--- config.mk ---
export PLATFORM = sky130hd
export DESIGN_NAME = pkt_ctrl
export DESIGN_NICKNAME = d
export VERILOG_FILES = /design/src/rtl/pkt_ctrl_pkg.sv /design/src/rtl/pkt_rx_sampler.sv /design/src/rtl/pkt_ctrl.sv
export SDC_FILE = /design/constraint.sdc
export NUM_CORES = 1
export LEC_CHECK = 0
export CAP_MARGIN = 0
export CORE_UTILIZATION = 57
export CTS_CLUSTER_SIZE = 10
export DETAILED_ROUTE_END_ITERATION = 10
export PLACE_DENSITY = 0.82
export SLEW_MARGIN = 30
export SYNTH_ARGS = -nofsm -noshare
export SYNTH_HDL_FRONTEND = slang
export SYNTH_SLANG_ARGS = --single-unit
--- constraint.sdc ---
create_clock -name clk -period 2.4 [get_ports clk]
set_clock_uncertainty 0.2 [all_clocks]
set_input_delay 0.24 -clock clk [delete_from_list [all_inputs] [get_ports clk]]
set_output_delay 0.24 -clock clk [all_outputs]
set_load 0.02 [all_outputs]
--- src/rtl/pkt_ctrl_pkg.sv ---
// rtl/pkt_ctrl_pkg.sv - state encoding, opcode values and sizing helper for pkt_ctrl
package pkt_ctrl_pkg;

    typedef enum logic [2:0] {
        ST_IDLE,
        ST_START,
        ST_ADDR,
        ST_OPC,
        ST_STOP,
        ST_EXEC,
        ST_SKIP
    } state_t;

    // NO_OP is all ones at whatever OP_W the instance uses, so it lives in the top.
    typedef enum int {
        OP_OUT_DATA1 = 0,
        OP_OUT_DATA2 = 1,
        OP_OUT_RES   = 2,
        OP_LOAD      = 3,
        OP_LOAD_RES  = 4,
        OP_MUL       = 5,
        OP_MUL_ADD   = 6
    } op_code_e;

    function automatic int max3(input int a, input int b, input int c);
        int m;
        m = (a > b) ? a : b;
        return (m > c) ? m : c;
    endfunction

endpackage

--- src/rtl/pkt_rx_sampler.sv ---
// rtl/pkt_rx_sampler.sv - rx synchroniser, start-bit validation and mid-bit strobe timer
module pkt_rx_sampler #(
    parameter int CLKS_PER_BIT = 4
) (
    input  logic clk,
    input  logic nRst,
    input  logic rx,
    input  logic arm,
    input  logic run,
    input  logic in_start,
    output logic rxs,
    output logic bit_stb,
    output logic start_ok,
    output logic start_bad
);

    localparam int TMR_W = $clog2(CLKS_PER_BIT);

    logic             sync1_q, sync1_d;
    logic             sync2_q, sync2_d;
    logic [TMR_W-1:0] tmr_q, tmr_d;

    always_comb begin
        sync1_d = rx;
        sync2_d = sync1_q;
        tmr_d   = tmr_q;
        // Half a bit from the falling edge lands the first strobe mid start bit.
        if (arm) begin
            tmr_d = TMR_W'(CLKS_PER_BIT / 2 - 1);
        end else if (run) begin
            tmr_d = (tmr_q == '0) ? TMR_W'(CLKS_PER_BIT - 1) : tmr_q - TMR_W'(1);
        end
    end

    always_ff @(posedge clk or negedge nRst) begin
        if (!nRst) begin
            sync1_q <= 1'b1;
            sync2_q <= 1'b1;
            tmr_q   <= '0;
        end else begin
            sync1_q <= sync1_d;
            sync2_q <= sync2_d;
            tmr_q   <= tmr_d;
        end
    end

    assign rxs       = sync2_q;
    assign bit_stb   = run && (tmr_q == '0);
    assign start_ok  = in_start && bit_stb && !rxs;
    assign start_bad = in_start && bit_stb && rxs;

endmodule

--- src/rtl/pkt_ctrl.sv ---
// rtl/pkt_ctrl.sv - serial address/opcode frame decoder with timed EXECUTE window
// PKT_CTRL_BCAST_EN: when defined, an all-ones address field matches every instance.
module pkt_ctrl
    import pkt_ctrl_pkg::*;
#(
    parameter int ADDR_W       = 8,
    parameter int OP_W         = 3,
    parameter int CLKS_PER_BIT = 4,
    parameter int EXEC_LEN     = 32,
    parameter int RES_LEN      = 128,
    parameter int SKIP_BITS    = 12
) (
    input  logic              clk,
    input  logic              nRst,
    input  logic [ADDR_W-1:0] address,
    input  logic              rx,
    output logic [OP_W-1:0]   opcode,
    output logic              busy,
    output logic              op_stb,
    output logic              frame_err
);

    localparam int SKIP_LEN = SKIP_BITS * CLKS_PER_BIT;
    localparam int CNT_MAX  = max3(EXEC_LEN - 1, RES_LEN - 1, SKIP_LEN - 1);
    localparam int CNT_W    = $clog2(CNT_MAX + 1);
    localparam int BIT_MAX  = ((ADDR_W > OP_W) ? ADDR_W : OP_W) - 1;
    localparam int BIT_W    = $clog2(BIT_MAX + 1);
    localparam logic [OP_W-1:0] NO_OP = '1;

    state_t            state_q, state_d;
    logic [ADDR_W-1:0] addr_sh_q, addr_sh_d;
    logic [OP_W-1:0]   op_sh_q, op_sh_d;
    logic [BIT_W-1:0]  bit_cnt_q, bit_cnt_d;
    logic [CNT_W-1:0]  cnt_q, cnt_d;
    logic [OP_W-1:0]   opcode_q, opcode_d;
    logic              op_stb_q, op_stb_d;
    logic              frame_err_q, frame_err_d;

    logic              arm, run, in_start;
    logic              rxs, bit_stb, start_ok, start_bad;
    logic [ADDR_W-1:0] addr_next;
    logic [OP_W-1:0]   op_next;
    logic              addr_match;

    pkt_rx_sampler #(.CLKS_PER_BIT(CLKS_PER_BIT)) u_sampler (
        .clk       (clk),
        .nRst      (nRst),
        .rx        (rx),
        .arm       (arm),
        .run       (run),
        .in_start  (in_start),
        .rxs       (rxs),
        .bit_stb   (bit_stb),
        .start_ok  (start_ok),
        .start_bad (start_bad)
    );

    assign addr_next = {rxs, addr_sh_q[ADDR_W-1:1]};
    assign op_next   = {rxs, op_sh_q[OP_W-1:1]};

    // Compared against the live address only at the last address bit.
`ifdef PKT_CTRL_BCAST_EN
    assign addr_match = (addr_next == address) || (&addr_next);
`else
    assign addr_match = (addr_next == address);
`endif

    always_comb begin
        state_d     = state_q;
        addr_sh_d   = addr_sh_q;
        op_sh_d     = op_sh_q;
        bit_cnt_d   = bit_cnt_q;
        cnt_d       = cnt_q;
        opcode_d    = opcode_q;
        op_stb_d    = 1'b0;
        frame_err_d = 1'b0;
        arm         = 1'b0;
        run         = 1'b0;
        in_start    = 1'b0;
        case (state_q)
            ST_IDLE: begin
                opcode_d = NO_OP;
                if (!rxs) begin
                    arm     = 1'b1;
                    state_d = ST_START;
                end
            end
            ST_START: begin
                run      = 1'b1;
                in_start = 1'b1;
                if (start_ok) begin
                    bit_cnt_d = '0;
                    state_d   = ST_ADDR;
                end else if (start_bad) begin
                    state_d = ST_IDLE;
                end
            end
            ST_ADDR: begin
                run = 1'b1;
                if (bit_stb) begin
                    addr_sh_d = addr_next;
                    if (bit_cnt_q == BIT_W'(ADDR_W - 1)) begin
                        bit_cnt_d = '0;
                        if (addr_match) begin
                            state_d = ST_OPC;
                        end else begin
                            cnt_d   = CNT_W'(SKIP_LEN - 1);
                            state_d = ST_SKIP;
                        end
                    end else begin
                        bit_cnt_d = bit_cnt_q + BIT_W'(1);
                    end
                end
            end
            ST_OPC: begin
                run = 1'b1;
                if (bit_stb) begin
                    op_sh_d = op_next;
                    if (bit_cnt_q == BIT_W'(OP_W - 1)) begin
                        bit_cnt_d = '0;
                        state_d   = ST_STOP;
                    end else begin
                        bit_cnt_d = bit_cnt_q + BIT_W'(1);
                    end
                end
            end
            ST_STOP: begin
                run = 1'b1;
                if (bit_stb) begin
                    if (rxs) begin
                        opcode_d = op_sh_q;
                        op_stb_d = 1'b1;
                        cnt_d    = (op_sh_q == OP_W'(OP_OUT_RES)) ? CNT_W'(RES_LEN - 1)
                                                                  : CNT_W'(EXEC_LEN - 1);
                        state_d  = ST_EXEC;
                    end else begin
                        frame_err_d = 1'b1;
                        opcode_d    = NO_OP;
                        state_d     = ST_IDLE;
                    end
                end
            end
            ST_EXEC: begin
                if (cnt_q == '0) begin
                    opcode_d = NO_OP;
                    state_d  = ST_IDLE;
                end else begin
                    cnt_d = cnt_q - CNT_W'(1);
                    // Multiply opcodes are a single-cycle trigger inside the window.
                    if (opcode_q == OP_W'(OP_MUL) || opcode_q == OP_W'(OP_MUL_ADD)) begin
                        opcode_d = NO_OP;
                    end
                end
            end
            ST_SKIP: begin
                if (cnt_q == '0) begin
                    addr_sh_d = '0;
                    op_sh_d   = '0;
                    state_d   = ST_IDLE;
                end else begin
                    cnt_d = cnt_q - CNT_W'(1);
                end
            end
            default: state_d = ST_IDLE;
        endcase
    end

    always_ff @(posedge clk or negedge nRst) begin
        if (!nRst) begin
            state_q     <= ST_IDLE;
            addr_sh_q   <= '0;
            op_sh_q     <= '0;
            bit_cnt_q   <= '0;
            cnt_q       <= '0;
            opcode_q    <= NO_OP;
            op_stb_q    <= 1'b0;
            frame_err_q <= 1'b0;
        end else begin
            state_q     <= state_d;
            addr_sh_q   <= addr_sh_d;
            op_sh_q     <= op_sh_d;
            bit_cnt_q   <= bit_cnt_d;
            cnt_q       <= cnt_d;
            opcode_q    <= opcode_d;
            op_stb_q    <= op_stb_d;
            frame_err_q <= frame_err_d;
        end
    end

    assign opcode    = opcode_q;
    assign busy      = (state_q != ST_IDLE);
    assign op_stb    = op_stb_q;
    assign frame_err = frame_err_q;

endmodule
==> results.json, run 1 <==
{
  "path_clk_slew_ns": 0.10,
  "r2r-end": "state_q[1]",
  "root_buffer": "clkbuf_4",
  "path_max_fanout": 5,
  "cts_sinks": 32,
  "crit_buf_inv": 1,
  "slew_violations": 0,
  "fin_crit_ns": 2.33,
  "grt_max_degree": 33,
  "grt_overflow_total": 0,
  "ys_types": 48,
  "via_per_inst": 5.99,
  "rsz0062_at_grt": "false",
  "leakage_nw": 0.955,
  "place.gp.congestion": 0.957,
  "async_reset_ff_share_pct": 100,
  "synth_edf_count": 0,
  "worstSetupStartpointType": "flip-flop",
  "first_iter_violations": 89,
  "clock_power_share_pct": 13.6,
  "power.share.switching_pct": 42.2,
  "diodes": 0,
  "grt_util_all_layers_pct": 24.6,
  "irDropWorstVdd_mv": 0.516,
  "holdCritPathClass": "input port to async pin",
  "power_density_mw_per_mm2": 1100,
  "setup-violations-final": 0,
  "clockBufferDepth": 2,
  "first_pass_iters": 5,
  "drive_above_1_share_pct": 15.6,
  "die_height_um": 59.8,
  "ctsHoldBuffers": 0,
  "dp_hpwl_um": 2910,
  "cp_data_arrival_time_ns": 2.41,
  "synthCells": 198,
  "ant_nets": 0,
  "r2r_setup_slack_ns": 0.07,
  "ff2ff_path_depth": 7,
  "post-cts-setup-buffers": 0,
  "crit_required_ns": 2.48,
  "critPathCaptureType": "flip-flop",
  "die_x_um": 59.8,
  "rr_startpoint": "cnt_q[0]",
  "route.detailed.drc": 0,
  "combPwrFrac_pct": 49.6,
  "power_w": 0.00243,
  "internal_power_w": 0.00140,
  "drt-total-wl_um": 3910,
  "grt_pass1_vias": 1504,
  "worstMarginPinSlew_ns": 0.429,
  "power.switching_w": 0.00103,
  "grt_pass1_wl_um": 6500,
  "row_count": 20,
  "synth_flop_cell": "dfrtp_1",
  "fmax_mhz": 429,
  "h-tree-depth": 2,
  "core_region_area_sq_mm": 0.00310,
  "initial_core_util_pct": 61.3,
  "cts_tree": "built",
  "max_cap_viol_count": 0,
  "crit_family": "compound AO/OA/AOI/OAI gates",
  "num_vias": 1604,
  "critical-path-slowest-cell": "dfrtp_1",
  "io_buffers": 16,
  "clock_latency_ns": 0.34,
  "cts.repair.resized": 0,
  "synthesis.nets": 216,
  "p_seq_share_pct": 36.7,
  "syn-mean-instance-area_sq_um": 9.61,
  "slew_headroom_pct": 71.3,
  "cpPeakStageDelay_ns": 0.39,
  "syn_area_sq_mm": 0.00190,
  "path_cells": "inv_1, ha_1, nor4b_4, nand2_2, a211o_1, o41ai_1, a22o_2",
  "numCtsBuffers": 5,
  "antenna_found_initial": 0,
  "status": "finished, final reports clean",
  "fin_crit_sh_pct": 97.2,
  "syn2layout_area_growth_pct": 15.5,
  "crit_type": "flip-flop to flip-flop",
  "fin_nets": 241,
  "wire_per_inst_um": 14.6,
  "final_hold_viol_count": 0,
  "die_area_sq_mm": 0.00357,
  "synth_seq_cells": 32,
  "ys_seq_area_share_pct": 42.4,
  "synth_warnings": 0,
  "io_pins": 17,
  "setup-tns-final_ns": 0
}
==> stage by stage <==
step | hold slack [ns] | area, sq um | setup WS (ns) | cells | util (%)
after floorplan | -0.256 | 1900 | 0.309 | 198 | -
after global routing | 0.0838 | 2200 | 0.00279 | 268 | 70.8
final | 0.0925 | 2200 | 0.0672 | 268 | 70.8
after detailed placement | 0.154 | 2140 | 0.128 | 260 | 68.8
after global placement | 0.149 | 2140 | 0.238 | 260 | 68.8
after CTS | 0.0922 | 2200 | 0.0855 | 268 | 70.8
==> worst register-to-register path, cell delays in order (launching register included) <==
cell and delay, ns:
dfrtp_1 0.39, inv_1 0.11, ha_1 0.20, nor4b_4 0.28, nand2_2 0.13, a211o_1 0.37, o41ai_1 0.38, a22o_2 0.22
==> state kept, by name, summed over array words and instances, names as in the netlist <==
name               count
cnt_q                  7
state_q                3
u_sampler.tmr_q        2
op_sh_q                3
frame_err              1
u_sampler.rxs          1
op_stb                 1
bit_cnt_q              3
addr_sh_q              7
u_sampler.sync1_q      1
opcode                 3
==> metal layers <==
layer	global-route usage (%)	part of all wire, %	up-vias
met4	9.30	1.5	0
met3	7.58	5.9	8
met2	40.3	49	62
met1	30.2	44	767
li1	-	-	767
met5	0	0	-
==> Yosys cell counts (all sizes together), types with 4 or more instances <==
library cell  count  area, sq um
a21oi            16         80.1
a22o             10         88.8
buf               5         42.5
dfrtp            27          676
dfstp             5          131
ha                7         87.6
inv              11         41.3
mux2              5         56.3
nand2            22         85.1
nand2b            5         31.3
nor2             12         47.6
nor3              5         25.0
nor4              4         31.3
o21ai            10         50.1
o22ai             5         31.3
xor2             10         87.6
==> layout make-up <==
class / count / area [sq um]
multi-input combinational: 148 / 1000
fill: 246 / 905
sequential: 32 / 807
timing repair buffer: 25 / 228
clock buffer: 7 / 55.1
tap: 44 / 55.1
inverter: 11 / 41.3
clock inverter: 1 / 7.51
==> power groups by stage <==
stage	Clock [W]	Sequential, W	Combinational, W
6_report	0.000331	0.000891	0.00120
5_1_grt	0.000361	0.000916	0.00132
4_1_cts	0.000337	0.000887	0.00119
3_5_place_dp	0	0.000898	0.00119
3_3_place_gp	0	0.000885	0.00114
2_1_floorplan	0	0.000848	0.000898
==> cells in the final DEF, fill, tap and decap left out, types with 2 or more instances in the layout <==
master            n
inv_1            11
a21oi_1          16
or2b_1            2
or3_1             3
o21ai_0          10
mux2_2            5
nor4_1            3
nand3_1           3
dfstp_2           5
dfrtp_1          27
ha_1              7
nand2b_1          5
buf_4             9
mux2i_1           3
nor2_1           11
nor3b_1           3
clkdlybuf4s50_1  16
xor2_1           10
nand2_1          21
a22o_1            9
nor3_1            5
clkbuf_4          5
nor2b_1           3
a2bb2oi_1         2
o22ai_1           5
==> cells by family (layout without fill, tap and decap cells) <==
family	after synthesis	after routing	share of synthesized area [%]
flops	32	32	42.4
buf+inv	18	44	4.80
mux	8	8	4.54
compound gates	55	55	19.6
xor+xnor	10	10	4.60
simple gates	68	68	19.5
fa+ha+maj	7	7	4.60
==> worst max path at each step <==
stage	start	to	slack (ns)	depth (start not counted)
floorplan	cnt_q[0]	state_q[0]	0.31	7
global placement	cnt_q[0]	state_q[0]	0.24	7
detailed placement	cnt_q[0]	state_q[0]	0.13	7
CTS	cnt_q[0]	state_q[0]	0.09	7
global route	cnt_q[0]	state_q[0]	0.003	7
finish	cnt_q[0]	state_q[1]	0.07	7
(Power assumes the default switching activity.)
==> inputs of run 2 (changes only) <==
- PLACE_DENSITY: 0.82 -> default
- PLACE_DENSITY_LB_ADDON: default -> 0.1
- SLEW_MARGIN: 30 -> default
==> run 2 against run 1 <==
  * Maximum frequency grew 1.1%
  * Setup slack gained 0.026 ns
  * Largest power group unchanged
  * Largest cell class unchanged
  * Clock power is essentially flat
  * Combinational power is essentially flat
==> results.json, run 2 (synthesis results as in run 1) <==
{
  "first_iter_violations": 117,
  "cp_data_arrival_time_ns": 1.87,
  "ctsHoldBuffers": 0,
  "first_pass_iters": 4,
  "setup-tns-final_ns": 0,
  "leakage_nw": 0.961,
  "fin_crit_sh_pct": 96.1,
  "reg.largest.list": "addr_sh_q x7, cnt_q x7",
  "num_vias": 1574,
  "drt-total-wl_um": 3950,
  "holdCritPathClass": "input port to async pin",
  "via_per_inst": 5.85,
  "ff2ff_path_depth": 7,
  "route.detailed.drc": 0,
  "p_seq_share_pct": 36.2,
  "grt_util_all_layers_pct": 24.2,
  "rsz0062_at_grt": "false",
  "post-cts-setup-buffers": 0,
  "io_pins": 17,
  "final_util_pct": 71.0,
  "fin_crit_ns": 2.31,
  "worstSetupStartpointType": "flip-flop",
  "power.switching_w": 0.00102,
  "h-tree-depth": 2,
  "clock_power_share_pct": 13.6,
  "irDropWorstVdd_mv": 0.578,
  "wire_per_inst_um": 14.7,
  "ant_nets": 0,
  "grt_overflow_total": 0,
  "path_clk_slew_ns": 0.10,
  "fin_nets": 242,
  "root_buffer": "clkbuf_4",
  "drive_above_1_share_pct": 15.6,
  "max_cap_viol_count": 0,
  "clock_latency_ns": 0.34,
  "setup-violations-final": 0,
  "path_max_fanout": 11,
  "core_region_area_sq_mm": 0.00310,
  "internal_power_w": 0.00141,
  "final_hold_viol_count": 0,
  "slew_violations": 0,
  "cts_tree": "built",
  "grt_pass1_vias": 1489,
  "dp_hpwl_um": 2840,
  "antenna_found_initial": 0,
  "worstMarginPinSlew_ns": 0.455,
  "row_count": 20,
  "crit_type": "flip-flop to output pin",
  "cts.repair.resized": 0,
  "numCtsBuffers": 5,
  "clockBufferDepth": 2,
  "io_buffers": 16,
  "final_common_cell": "dfrtp_1",
  "die_x_um": 59.8,
  "status": "finished, final reports clean",
  "die_height_um": 59.8,
  "critPathCaptureType": "output pin",
  "initial_core_util_pct": 61.3,
  "grt_pass1_wl_um": 6370,
  "power_density_mw_per_mm2": 1100,
  "die_area_sq_mm": 0.00357,
  "cts_sinks": 32,
  "diodes": 0,
  "grt_max_degree": 33,
  "power.share.switching_pct": 42.0,
  "syn2layout_area_growth_pct": 15.7,
  "final_cell_mix": "27 x dfrtp_1, 21 x nand2_1, 16 x a21oi_1, 16 x clkdlybuf4s50_1",
  "crit_required_ns": 1.96,
  "combPwrFrac_pct": 50.2,
  "slew_headroom_pct": 69.7,
  "fmax_mhz": 433,
  "place.gp.congestion": 0.863
}
==> run 2: worst paths after layout <==
check	from	endpoint	slack (ns)
min reg2reg	u_sampler.sync1_q	u_sampler.rxs	0.16
max in group asynchronous	nRst	opcode[2]	1.57
min in group clk	rx	u_sampler.sync1_q	0.11
max reg2reg	cnt_q[0]	state_q[0]	0.14
min	nRst	cnt_q[2]	0.1
max	state_q[1]	busy	0.09
==> run 2: power groups by stage <==
stage          Clock [W]  Combinational (W)  Sequential (W)
2_1_floorplan          0           0.000898        0.000848
3_3_place_gp           0            0.00116        0.000874
3_5_place_dp           0            0.00120        0.000886
4_1_cts         0.000338            0.00121        0.000877
5_1_grt         0.000359            0.00135        0.000905
6_report        0.000331            0.00122        0.000880
==> run 2: worst max-delay path, stage by stage (launching register included) <==
cell and delay, ns:
dfrtp_1 0.52, buf_4 0.21, nor2_2 0.18, nand2_1 0.07, clkdlybuf4s50_1 0.53
==> run 2: stage by stage <==
step	power [W]	hold slack, ns	cells	setup slack (ns)	area (sq um)
floorplan	0.00175	-0.256	198	0.309	1900
detailed placement	0.00209	0.150	261	0.156	2140
global route	0.00262	0.109	269	0.0220	2200
finish	0.00243	0.0968	269	0.0927	2200
global placement	0.00204	0.147	261	0.226	2140
CTS	0.00243	0.108	269	0.0907	2200
==> run 2: metal layers <==
layer	vias to the layer above	wire, um	global-route usage [%]
li1	768	-	-
met4	0	41	7.97
met5	-	0	0
met2	46	2000	43.2
met1	754	1740	28.0
met3	6	178	6.06
==> run 2: final cells by class <==
class,instances,area (sq um)
Tap cell,44,55.1
Sequential cell,32,807
Timing Repair Buffer,26,235
Multi-Input combinational cell,148,1000
Clock buffer,8,58.8
Inverter,11,41.3
Fill cell,277,901
==> inputs of run 3 (changes only) <==
- CORE_UTILIZATION: 57 -> 59
- CTS_BUF_LIST: default -> sky130_fd_sc_hd__clkbuf_4 sky130_fd_sc_hd__clkbuf_8
==> run 3 against run 2 <==
  * Combinational power about the same
  * Register-to-register slack about the same
  * Count of clock-buffer cells in the layout down 2
  * Cell count down 0.37%
  * Via count up 0.25%
  * Sequential power up 3.2%
  * Power down 0.18%
  * Clock power about the same
  * Non-clock buffer count down 1
  * Sequential share of layout area up 0.12 points
  * Maximum frequency up 2.1%
  * Die area down 3.3%
  * Largest power group unchanged
==> results.json, run 3 (synthesis results as in run 1) <==
{
  "worstMarginPinSlew_ns": 0.473,
  "via_per_inst": 5.89,
  "route.detailed.drc": 0,
  "first_iter_violations": 60,
  "grt_max_degree": 33,
  "dp_hpwl_um": 2970,
  "grt_pass1_wl_um": 6890,
  "cp_data_arrival_time_ns": 2.33,
  "leakage_nw": 0.960,
  "fmax_mhz": 442,
  "clockBufferDepth": 2,
  "wire_per_inst_um": 14.9,
  "reg.largest.list": "addr_sh_q x7, cnt_q x7",
  "root_buffer": "clkbuf_4",
  "row_count": 20,
  "place.gp.congestion": 0.872,
  "die_area_sq_mm": 0.00346,
  "setup-violations-final": 0,
  "crit_required_ns": 2.47,
  "initial_core_util_pct": 62.3,
  "cts_sinks": 32,
  "num_vias": 1578,
  "cts_tree": "built",
  "syn2layout_area_growth_pct": 15.5,
  "fillCellCount": 233,
  "rsz0062_at_grt": "false",
  "critPathCaptureType": "flip-flop",
  "slew_violations": 0,
  "grt_pass1_vias": 1625,
  "irDropWorstVdd_mv": 0.595,
  "final_cell_mix": "26 x dfrtp_1, 21 x nand2_1, 16 x a21oi_1, 16 x clkdlybuf4s50_1, 11 x nor2_1",
  "drive_above_1_share_pct": 17.0,
  "max_cap_viol_count": 0,
  "area.sequential_sq_um": 808,
  "fin_nets": 241,
  "fin_crit_ns": 2.26,
  "worstSetupStartpointType": "flip-flop",
  "final_common_cell": "dfrtp_1",
  "holdCritPathClass": "input port to async pin",
  "final_hold_viol_count": 0,
  "die_height_um": 58.8,
  "die_x_um": 58.8,
  "place_area_sq_mm": 0.00214,
  "first_pass_iters": 4,
  "io_pins": 17,
  "power_density_mw_per_mm2": 1100,
  "core_region_area_sq_mm": 0.00305,
  "diodes": 0,
  "slew_headroom_pct": 68.4,
  "multiInputGateArea_sq_mm": 0.00100,
  "setup-tns-final_ns": 0,
  "h-tree-depth": 2,
  "grt_util_all_layers_pct": 26.2,
  "crit_type": "flip-flop to flip-flop",
  "drt-total-wl_um": 4000,
  "path_max_fanout": 5,
  "antenna_found_initial": 0,
  "clock_latency_ns": 0.34,
  "ant_nets": 0,
  "final_area_sq_mm": 0.00220,
  "numCtsBuffers": 5,
  "post-cts-setup-buffers": 0,
  "status": "finished, final reports clean",
  "io_buffers": 16,
  "fin_crit_sh_pct": 94.2,
  "grt_overflow_total": 0,
  "path_clk_slew_ns": 0.11
}
run 3: cell type report:
type                            count  share of cell area (%)
Clock buffer                        6                    2.33
Clock inverter                      2                   0.455
Inverter                           11                    1.88
Multi-Input combinational cell    148                    45.7
Sequential cell                    32                    36.8
Tap cell                           44                    2.50
Timing Repair Buffer               25                    10.4
run 3: what timing repair did:
item                       CTS  global route
resized for setup            0             2
hold buffers                 0             0
setup endpoints to repair    0             2
run 3: power breakdown:
group / internal [W] / switching, W / total [W]
clock network: 0.000139 / 0.000191 / 0.000330
registers: 0.000700 / 0.000208 / 0.000908
logic: 0.000557 / 0.000632 / 0.00119
run 3: path summary, 6_finish.rpt:
| kind | start | end | slack (ns) | cells after the start |
|---|---|---|---|---|
| max | cnt_q[0] | state_q[0] | 0.14 | 7 |
| min | nRst | cnt_q[2] | 0.08 | 2 |
| max reg2reg | cnt_q[0] | state_q[0] | 0.14 | 7 |
| min reg2reg | u_sampler.sync1_q | u_sampler.rxs | 0.15 | 0 |
| max in group asynchronous | nRst | opcode[1] | 1.59 | 2 |
| min in group clk | rx | u_sampler.sync1_q | 0.10 | 1 |
run 3: critical path: stages (launching register included):
cell and delay [ns]:
dfrtp_1 0.41, inv_2 0.09, ha_1 0.17, nor4b_4 0.25, nand2_2 0.13, a211o_1 0.36
or4_1 0.51, nand2_1 0.07
run 3: through the flow:
stage | power [W] | setup slack, ns | utilization (%) | hold WS (ns) | cells
6_report | 0.00243 | 0.140 | 72.0 | 0.0822 | 268
5_1_grt | 0.00260 | 0.0241 | 72.0 | 0.0925 | 268
4_1_cts | 0.00242 | 0.0893 | 72.0 | 0.0878 | 268
3_5_place_dp | 0.00209 | 0.154 | 70.0 | 0.150 | 260
3_3_place_gp | 0.00202 | 0.231 | 70.0 | 0.146 | 260
2_1_floorplan | 0.00175 | 0.309 | - | -0.256 | 198
run 3: layer usage:
| metal | routed length [um] | vias to the layer above | GRT usage (%) | part of all wire (%) |
|---|---|---|---|---|
| li1 | - | 762 | - | - |
| met1 | 1760 | 770 | 32.3 | 44 |
| met2 | 2030 | 41 | 45.5 | 51 |
| met3 | 181 | 5 | 6.59 | 4.5 |
| met4 | 31 | 0 | 6.80 | 0.77 |
| met5 | 0 | - | 0 | 0 |
